<file path="config.mk">
export PLATFORM = sky130hd
export DESIGN_NAME = demux2_stream_flat
export DESIGN_NICKNAME = d
export VERILOG_FILES = /design/src/rtl/demux2_stream_if.sv /design/src/rtl/demux2_stream.sv /design/src/flat_wrapper.sv
export SDC_FILE = /design/constraint.sdc
export NUM_CORES = 1
export LEC_CHECK = 0
export ABC_AREA = 1
export BUFFER_PORTS_ARGS = -buffer_cell sky130_fd_sc_hd__buf_2
export CORE_AREA = 4 4 41 43
export DETAILED_ROUTE_END_ITERATION = 8
export DIE_AREA = 0 0 45 47
export PLACE_DENSITY_LB_ADDON = 0.2
export REMOVE_ABC_BUFFERS = 1
export SLEW_MARGIN = 20
export SYNTH_ARGS = -nofsm -noshare
export SYNTH_HDL_FRONTEND = slang
export SYNTH_SLANG_ARGS = --single-unit
</file>
<file path="constraint.sdc">
create_clock -name clk -period 1.2 [get_ports clk]
set_input_delay 0.06 -clock clk [delete_from_list [all_inputs] [get_ports clk]]
set_output_delay 0.06 -clock clk [all_outputs]
set_load 0.005 [all_outputs]
</file>
<file path="src/rtl/demux2_stream_if.sv">
// Stream bundle for demux2_stream: one input stream (d/d_valid/d_ready/sel)
// and two output channels (z0, z1), each with a valid/ready handshake.
// master: the environment side (producer and both consumers).
// slave:  the demultiplexer itself.
interface demux2_stream_if #(
    parameter int unsigned W = 1
) ();
    logic [W-1:0] d;
    logic         d_valid;
    logic         d_ready;
    logic         sel;
    logic [W-1:0] z0;
    logic         z0_valid;
    logic         z0_ready;
    logic [W-1:0] z1;
    logic         z1_valid;
    logic         z1_ready;

    modport master (
        output d, d_valid, sel, z0_ready, z1_ready,
        input  d_ready, z0, z0_valid, z1, z1_valid
    );

    modport slave (
        input  d, d_valid, sel, z0_ready, z1_ready,
        output d_ready, z0, z0_valid, z1, z1_valid
    );
endinterface

</file>
<file path="src/rtl/demux2_stream.sv">
// demux2_stream: 1-to-2 registered stream demultiplexer.
// The input word is steered by sel into one of two one-entry holding
// registers, each with its own valid/ready handshake. A channel can drain
// and reload in the same cycle, so a ready consumer sees no bubbles.
// Optional feature: define DEMUX2_CNT_EN to add per-channel accept counters
// cnt0/cnt1 (CW bits, wrapping).
module demux2_stream #(
    parameter int unsigned W  = 1,
    parameter int unsigned CW = 8
) (
    input  logic                clk,
    input  logic                rst_n,
    demux2_stream_if.slave      bus
`ifdef DEMUX2_CNT_EN
    ,
    output logic [CW-1:0]       cnt0,
    output logic [CW-1:0]       cnt1
`endif
);

    typedef enum logic {
        EMPTY = 1'b0,
        FULL  = 1'b1
    } ch_state_t;

    // Reject degenerate widths at elaboration.
    if (W < 1 || CW < 1) begin : g_bad_width
        $error("demux2_stream: W and CW must be at least 1");
    end

    ch_state_t    state0;
    ch_state_t    state1;
    logic [W-1:0] hold0;
    logic [W-1:0] hold1;
    logic [W-1:0] d_word;
    logic         ch_free;
    logic         accept;
    logic         load0;
    logic         load1;
    logic         drain0;
    logic         drain1;

    assign d_word = bus.d;

    // Selected channel can take a word if empty or draining this cycle.
    always_comb begin
        ch_free = 1'b0;
        if (bus.sel) begin
            ch_free = (state1 == EMPTY) || bus.z1_ready;
        end else begin
            ch_free = (state0 == EMPTY) || bus.z0_ready;
        end
    end

    assign accept = bus.d_valid && ch_free;
    assign load0  = accept && !bus.sel;
    assign load1  = accept && bus.sel;
    assign drain0 = (state0 == FULL) && bus.z0_ready;
    assign drain1 = (state1 == FULL) && bus.z1_ready;

    // Channel 0 holding register: load wins over drain (no bubble).
    always_ff @(posedge clk or negedge rst_n) begin
        if (!rst_n) begin
            state0 <= EMPTY;
            hold0  <= '0;
        end else if (load0) begin
            state0 <= FULL;
            hold0  <= d_word;
        end else if (drain0) begin
            state0 <= EMPTY;
        end
    end

    // Channel 1 holding register: load wins over drain (no bubble).
    always_ff @(posedge clk or negedge rst_n) begin
        if (!rst_n) begin
            state1 <= EMPTY;
            hold1  <= '0;
        end else if (load1) begin
            state1 <= FULL;
            hold1  <= d_word;
        end else if (drain1) begin
            state1 <= EMPTY;
        end
    end

    assign bus.d_ready  = ch_free;
    assign bus.z0       = hold0;
    assign bus.z1       = hold1;
    assign bus.z0_valid = (state0 == FULL);
    assign bus.z1_valid = (state1 == FULL);

`ifdef DEMUX2_CNT_EN
    // Per-channel accept counters, wrapping at 2^CW.
    always_ff @(posedge clk or negedge rst_n) begin
        if (!rst_n) begin
            cnt0 <= '0;
            cnt1 <= '0;
        end else begin
            if (load0) begin
                cnt0 <= cnt0 + CW'(1);
            end
            if (load1) begin
                cnt1 <= cnt1 + CW'(1);
            end
        end
    end
`endif

endmodule
</file>
<file path="src/flat_wrapper.sv">
// flat-port wrapper written by rule: the top's interface ports become plain ports
module demux2_stream_flat 
#(
    parameter int unsigned W  = 1,
    parameter int unsigned CW = 8
)
  (clk, rst_n, bus_d, bus_d_valid, bus_sel, bus_z0_ready, bus_z1_ready, bus_d_ready, bus_z0, bus_z0_valid, bus_z1, bus_z1_valid);
  demux2_stream_if #(.W(W)) bus_i ();
  input  logic clk;
  input  logic rst_n;
  input wire logic [$bits(bus_i.d)-1:0] bus_d;
  input wire logic [$bits(bus_i.d_valid)-1:0] bus_d_valid;
  input wire logic [$bits(bus_i.sel)-1:0] bus_sel;
  input wire logic [$bits(bus_i.z0_ready)-1:0] bus_z0_ready;
  input wire logic [$bits(bus_i.z1_ready)-1:0] bus_z1_ready;
  output wire logic [$bits(bus_i.d_ready)-1:0] bus_d_ready;
  output wire logic [$bits(bus_i.z0)-1:0] bus_z0;
  output wire logic [$bits(bus_i.z0_valid)-1:0] bus_z0_valid;
  output wire logic [$bits(bus_i.z1)-1:0] bus_z1;
  output wire logic [$bits(bus_i.z1_valid)-1:0] bus_z1_valid;
  assign bus_i.d = bus_d;
  assign bus_i.d_valid = bus_d_valid;
  assign bus_i.sel = bus_sel;
  assign bus_i.z0_ready = bus_z0_ready;
  assign bus_i.z1_ready = bus_z1_ready;
  assign bus_d_ready = bus_i.d_ready;
  assign bus_z0 = bus_i.z0;
  assign bus_z0_valid = bus_i.z0_valid;
  assign bus_z1 = bus_i.z1;
  assign bus_z1_valid = bus_i.z1_valid;
  demux2_stream #(.W(W), .CW(CW)) u_core (.clk(clk), .rst_n(rst_n), .bus(bus_i));
endmodule
</file>
==> impl_metrics.env, run 1 <==
export IMPL_pre_cts_slack_ns=0.412
export IMPL_cap_violations=0
export IMPL_cts_made_buffers=3
export IMPL_r2r_end="u_core.bus.z1"
export IMPL_cp_required_ns=1.14
export IMPL_postSynthAreaPerCell_um2=8.42
export IMPL_hold_violations=0
export IMPL_synth_cells=22
export IMPL_grt_antenna_before_repair=0
export IMPL_dieHeight_um=47
export IMPL_grt_pass1_vias=188
export IMPL_grt_max_degree=5
export IMPL_r2r_start="u_core.bus.z1_valid"
export IMPL_worstSetupPathType="flop to output pin"
export IMPL_power_leakage_nw=0.173
export IMPL_cts_tree="done"
export IMPL_synth_seq_cells=4
export IMPL_cts_root_buf="clkbuf_4"
export IMPL_initial_core_util=0.142
export IMPL_worst_slew_pin_slew_ns=0.103
export IMPL_die_area_mm2=0.00212
export IMPL_io_buffers=11
export IMPL_grt_usage=0.0562
export IMPL_routabilityCongestion=0.734
export IMPL_reg2reg_slack_ns=0.42
export IMPL_cts_sinks=4
export IMPL_fin_worst_skew_ns=0.0000369
export IMPL_wire_per_inst_um=9.06
export IMPL_fin_setup_tns_ns=0
export IMPL_cp_start_kind="flop"
export IMPL_dieWidth_um=45
export IMPL_cp_endpoint="bus_d_ready"
export IMPL_worstPathMaxFanout=4
export IMPL_ys_warn_count=0
export IMPL_setup_ws_ns=0.224
export IMPL_max_freq_mhz=1020
export IMPL_netlist_area_um2=185
export IMPL_final_cell_mix="11 x buf_2, 9 x nand2_1, 4 x dfrtp_1, 3 x clkbuf_4"
export IMPL_diodes=0
export IMPL_min_delay_path_class="input port to flop"
export IMPL_timing_final_crit_share=0.813
export IMPL_relSlewSlack=0.931
export IMPL_drt_iter0_markers=0
export IMPL_cts_buffer_depth=2
export IMPL_end_kind="output pin"
export IMPL_vias_per_cell=3.56
export IMPL_final_nets=46
export IMPL_core_mm2=0.00130
export IMPL_area_growth_pct=57.4
export IMPL_clkTransAtPathRegs_ns=0.04
export IMPL_drt_wl_total_um=471
export IMPL_crit_path_start="u_core.bus.z0_valid"
export IMPL_ff2ff_path_depth=4
export IMPL_ys_seq_area_frac=0.541
export IMPL_setup_viol=0
export IMPL_rsz0062_at_grt="false"
export IMPL_pin_count=12
export IMPL_postCtsSetupBuffers=0
export IMPL_vdd_drop_max_mv=0.403
export IMPL_dr_pass1_iters=1
export IMPL_fillerInstances=155
export IMPL_ant_nets=0
export IMPL_drv_slew=0
export IMPL_cp_data_arrival_time_ns=0.92
export IMPL_yosysUniqueCellTypes=8
export IMPL_htree_levels=1
export IMPL_mostFrequentLayoutCell="buf_2"
export IMPL_power_density_mw_per_mm2=1370
export IMPL_dp_final_hpwl_um=402
export IMPL_rows=13
export IMPL_route_detailed_drc=0
export IMPL_grt_overflow_total=0
export IMPL_clk_latency_ns=0.23
export IMPL_status="complete, no violations"
export IMPL_min_period_ns=0.976
export IMPL_drive_gt1_frac=0.486
export IMPL_grt_pass1_wl_um=779
export IMPL_vias=185
-- registers in the layout, summed over array words and instances (netlist names) --
| signal | flops |
|---|---|
| u_core.bus.z0_valid | 1 |
| u_core.bus.z1_valid | 1 |
| u_core.bus.z0 | 1 |
| u_core.bus.z1 | 1 |
-- what timing repair did --
action / in CTS / in global routing
endpoints found under the hold margin: 4 / 0
hold buffers: 1 / 0
gates resized for setup: 0 / 0
-- report_power, final --
group	internal (mW)	switching (mW)	leakage, nW
sequential	0.153	0.00834	0.0497
clock	0.112	0.0524	0.0138
combinational	0.0351	0.0380	0.110
-- cell families after synthesis --
| kind of cell | share of synthesized area |
|---|---|
| buf+inv | 0.0608 |
| flops | 0.541 |
| simple gates | 0.399 |
-- Yosys cell counts --
cell type,number,area [um2]
nand2_1,9,33.8
dfrtp_1,4,100
inv_1,2,7.51
nand2_2,2,12.5
nand4_1,2,12.5
inv_2,1,3.75
nand3_1,1,5.00
nand3_2,1,10.0
-- area by class of cell --
class	instances	area, um2	share of cell area
inverter	3	11.3	0.0386
multi-input combinational	15	73.8	0.253
sequential	4	100	0.343
clock buffer	3	22.5	0.0773
tap	15	18.8	0.0644
timing repair buffer	12	65.1	0.223
-- layer usage --
metal | vias to the layer above | share of wire | global-route usage
met5 | - | 0 | 0
met4 | 0 | 0 | 0.0877
met3 | 0 | 0.017 | 0.0115
met2 | 4 | 0.53 | 0.0734
met1 | 82 | 0.45 | 0.0616
li1 | 99 | - | -
-- per-stage QoR --
step	util	power, mW	cells	cell area, um2	hold WS [ns]
final	0.224	0.399	52	292	0.109
after global routing	0.224	0.435	52	292	0.117
after CTS	0.224	0.413	52	292	0.102
after detailed placement	0.199	0.237	48	259	-0.126
after global placement	0.199	0.235	48	259	-0.130
after floorplan	-	0.195	22	185	-0.236
-- worst max-delay path, cell delays in order (launching register included) --
cell and delay [ns]:
dfrtp_1 0.37, nand2_2 0.11, nand2_1 0.06, nand2_1 0.05
buf_2 0.10
-- worst min path at each step --
stage | from | endpoint | slack [ns] | cells after the start
finish | bus_d | u_core.bus.z1 | 0.11 | 3
global route | bus_d | u_core.bus.z1 | 0.12 | 3
CTS | bus_d | u_core.bus.z1 | 0.10 | 3
detailed placement | rst_n | u_core.bus.z0 | -0.13 | 1
global placement | rst_n | u_core.bus.z0_valid | -0.13 | 1
floorplan | rst_n | u_core.bus.z0 | -0.24 | 0
(Power assumes the default switching activity.)
==> run 2: changes to the inputs <==
--- a/config.mk
+++ b/config.mk
@@ -5,7 +5,7 @@
 export SDC_FILE = /design/constraint.sdc
 export NUM_CORES = 1
 export LEC_CHECK = 0
-export ABC_AREA = 1
+export ABC_AREA = 0
 export BUFFER_PORTS_ARGS = -buffer_cell sky130_fd_sc_hd__buf_2
 export CORE_AREA = 4 4 41 43
 export DETAILED_ROUTE_END_ITERATION = 8
==> constraint.sdc (replaced) <==
create_clock -name clk -period 0.8 [get_ports clk]
set_input_delay 0.04 -clock clk [delete_from_list [all_inputs] [get_ports clk]]
set_output_delay 0.04 -clock clk [all_outputs]
set_load 0.005 [all_outputs]
==> run 2 against run 1 <==
Compared with the run above: the run now ends with negative setup slack left; global-route usage grew 0.084 points; register-to-register slack lost 0.68 ns; sequential share of layout area shrank 4.7 points; setup slack lost 0.52 ns; synthesized cell count shrank 32%; via count shrank 12%; core utilization grew 3.6 points; design area grew 16%; sequential power grew 52%; die area is the same.
==> impl_metrics.env, run 2 <==
export IMPL_pre_cts_slack_ns=-0.214
export IMPL_synth_seq_cells=4
export IMPL_htree_levels=1
export IMPL_final_nets=41
export IMPL_relSlewSlack=0.904
export IMPL_crit_path_start="u_core.bus.z0_valid"
export IMPL_ys_warn_count=0
export IMPL_fin_worst_skew_ns=0.000140
export IMPL_power_density_mw_per_mm2=1910
export IMPL_cts_made_buffers=3
export IMPL_clkTransAtPathRegs_ns=0.04
export IMPL_core_mm2=0.00130
export IMPL_cp_required_ns=0.76
export IMPL_synth_edf_count=0
export IMPL_diodes=0
export IMPL_worstPathMaxFanout=3
export IMPL_power_leakage_nw=0.178
export IMPL_ys_flop_type="dfrtp_1"
export IMPL_dr_pass1_iters=2
export IMPL_routabilityCongestion=0.641
export IMPL_vdd_drop_max_mv=0.788
export IMPL_dieWidth_um=45
export IMPL_clk_latency_ns=0.23
export IMPL_setup_ws_ns=-0.295
export IMPL_vias_per_cell=3.47
export IMPL_route_detailed_drc=0
export IMPL_rsz0062_at_grt="true"
export IMPL_dieHeight_um=47
export IMPL_synth_top_area_frac=0.552
export IMPL_cts_sinks=4
export IMPL_drt_wl_total_um=461
export IMPL_worst_slew_pin_slew_ns=0.142
export IMPL_cp_data_arrival_time_ns=1.05
export IMPL_drt_iter0_markers=1
export IMPL_cap_violations=0
export IMPL_end_kind="output pin"
export IMPL_min_delay_path_class="input port to flop"
export IMPL_cts_root_buf="clkbuf_4"
export IMPL_synthArstFlopShare=1.00
export IMPL_cp_start_kind="flop"
export IMPL_die_area_mm2=0.00212
export IMPL_yosysMostFrequentCell="dfrtp_1"
export IMPL_final_cell_mix="10 x buf_2, 4 x dfrtp_1, 3 x mux2_4, 3 x clkbuf_4"
export IMPL_holdWs_ns=0.0593
export IMPL_grt_pass1_wl_um=759
export IMPL_dp_final_hpwl_um=332
export IMPL_setup_viol=4
export IMPL_rows=13
export IMPL_min_from="bus_d"
export IMPL_finalPower_mw=0.645
export IMPL_grt_usage=0.0570
export IMPL_drive_gt1_frac=0.656
export IMPL_cts_tree="done"
export IMPL_wire_per_inst_um=9.81
export IMPL_vias=163
export IMPL_netlist_area_um2=181
export IMPL_synth_cells=15
export IMPL_timing_final_crit_share=1.37
export IMPL_io_buffers=11
export IMPL_synth_common_cells="4 x dfrtp_1, 2 x mux2_2, 2 x nand2_1"
export IMPL_pin_count=12
export IMPL_hold_violations=0
export IMPL_violations="negative setup slack"
export IMPL_fin_util=0.260
export IMPL_drv_slew=0
export IMPL_area_growth_pct=86.2
export IMPL_worstSetupPathType="flop to output pin"
export IMPL_status="finished with violations"
export IMPL_ant_nets=0
export IMPL_grt_pass1_vias=191
export IMPL_mostFrequentLayoutCell="buf_2"
export IMPL_ys_top_cells_by_area="dfrtp_1 55%, mux2_2 12%, mux2_4 8.3%"
export IMPL_grt_overflow_total=0
export IMPL_yosysUniqueCellTypes=10
export IMPL_max_freq_mhz=914
export IMPL_ys_seq_area_frac=0.552
export IMPL_synth_top_area_cell="dfrtp_1"
export IMPL_postSynthAreaPerCell_um2=12.1
export IMPL_r2r_start="u_core.bus.z1_valid"
export IMPL_grt_max_degree=6
export IMPL_initial_core_util=0.139
export IMPL_min_period_ns=1.09
export IMPL_cts_buffer_depth=2
export IMPL_grt_antenna_before_repair=0
## run 2: cell types whose count changed after synthesis, moves of 2 or more
cell and change:
mux2_2 +2, nand4_1 -2, nand2_2 -2, nand2_1 -7
## run 2: worst paths after layout
| path | end | slack [ns] | depth (start not counted) |
|---|---|---|---|
| min in group asynchronous | u_core.bus.z1_valid | 0.14 | 2 |
| worst min-delay path | u_core.bus.z1 | 0.06 | 2 |
| worst max register to register | u_core.bus.z1 | -0.26 | 4 |
| max in group asynchronous | u_core.bus.z0_valid | 0.54 | 2 |
| worst min register to register | u_core.bus.z0 | 0.50 | 1 |
| worst max-delay path | bus_d_ready | -0.29 | 3 |
## run 2: repair_timing
action,4_1_cts,5_1_grt
hold buffers,1,0
endpoints found under the setup margin,3,6
buffers inserted,0,2
resized for setup,3,4
pin swaps,1,0
hold endpoints to repair,4,0
## run 2: logic make-up after synthesis
group,synth area share
AND/OR/NAND/NOR,0.193
flip-flops,0.552
multiplexers,0.207
AO/OA/AOI/OAI,0.0276
buffers and inverters,0.0207
## run 2: final cells by class
class | instances | area [um2]
Inverter | 1 | 3.75
Sequential cell | 4 | 100
Multi-Input combinational cell | 10 | 103
Clock buffer | 3 | 22.5
Timing Repair Buffer | 14 | 90.1
Fill cell | 149 | 963
Tap cell | 15 | 18.8
## run 2: per-stage QoR
| stage | cell area (um2) | TNS [ns] | instances |
|---|---|---|---|
| finish | 338 | -0.771 | 47 |
| global route | 338 | -1.02 | 47 |
| CTS | 303 | -0.672 | 45 |
| detailed placement | 255 | -0.416 | 41 |
| global placement | 255 | -0.366 | 41 |
| floorplan | 181 | -0.316 | 15 |
## run 2: where the power goes
group	switching, mW	total (mW)	internal (mW)	leakage [nW]
clock network	0.0845	0.252	0.168	0.0138
registers	0.0154	0.246	0.231	0.0479
logic	0.0528	0.146	0.0931	0.116
total	0.153	0.645	0.492	0.178
## run 2: critical path, cell delays in order (launching register included)
cell	delay, ns
dfrtp_1	0.33
nand2b_1	0.09
mux2_4	0.28
buf_6	0.11
## run 2: per-layer routing
layer  wire length (um)  track usage  vias up
li1                   -            -       85
met1                218       0.0595       70
met2                179       0.0763        8
met3                 63       0.0268        0
met4                  0       0.0702        0
met5                  0            0        -
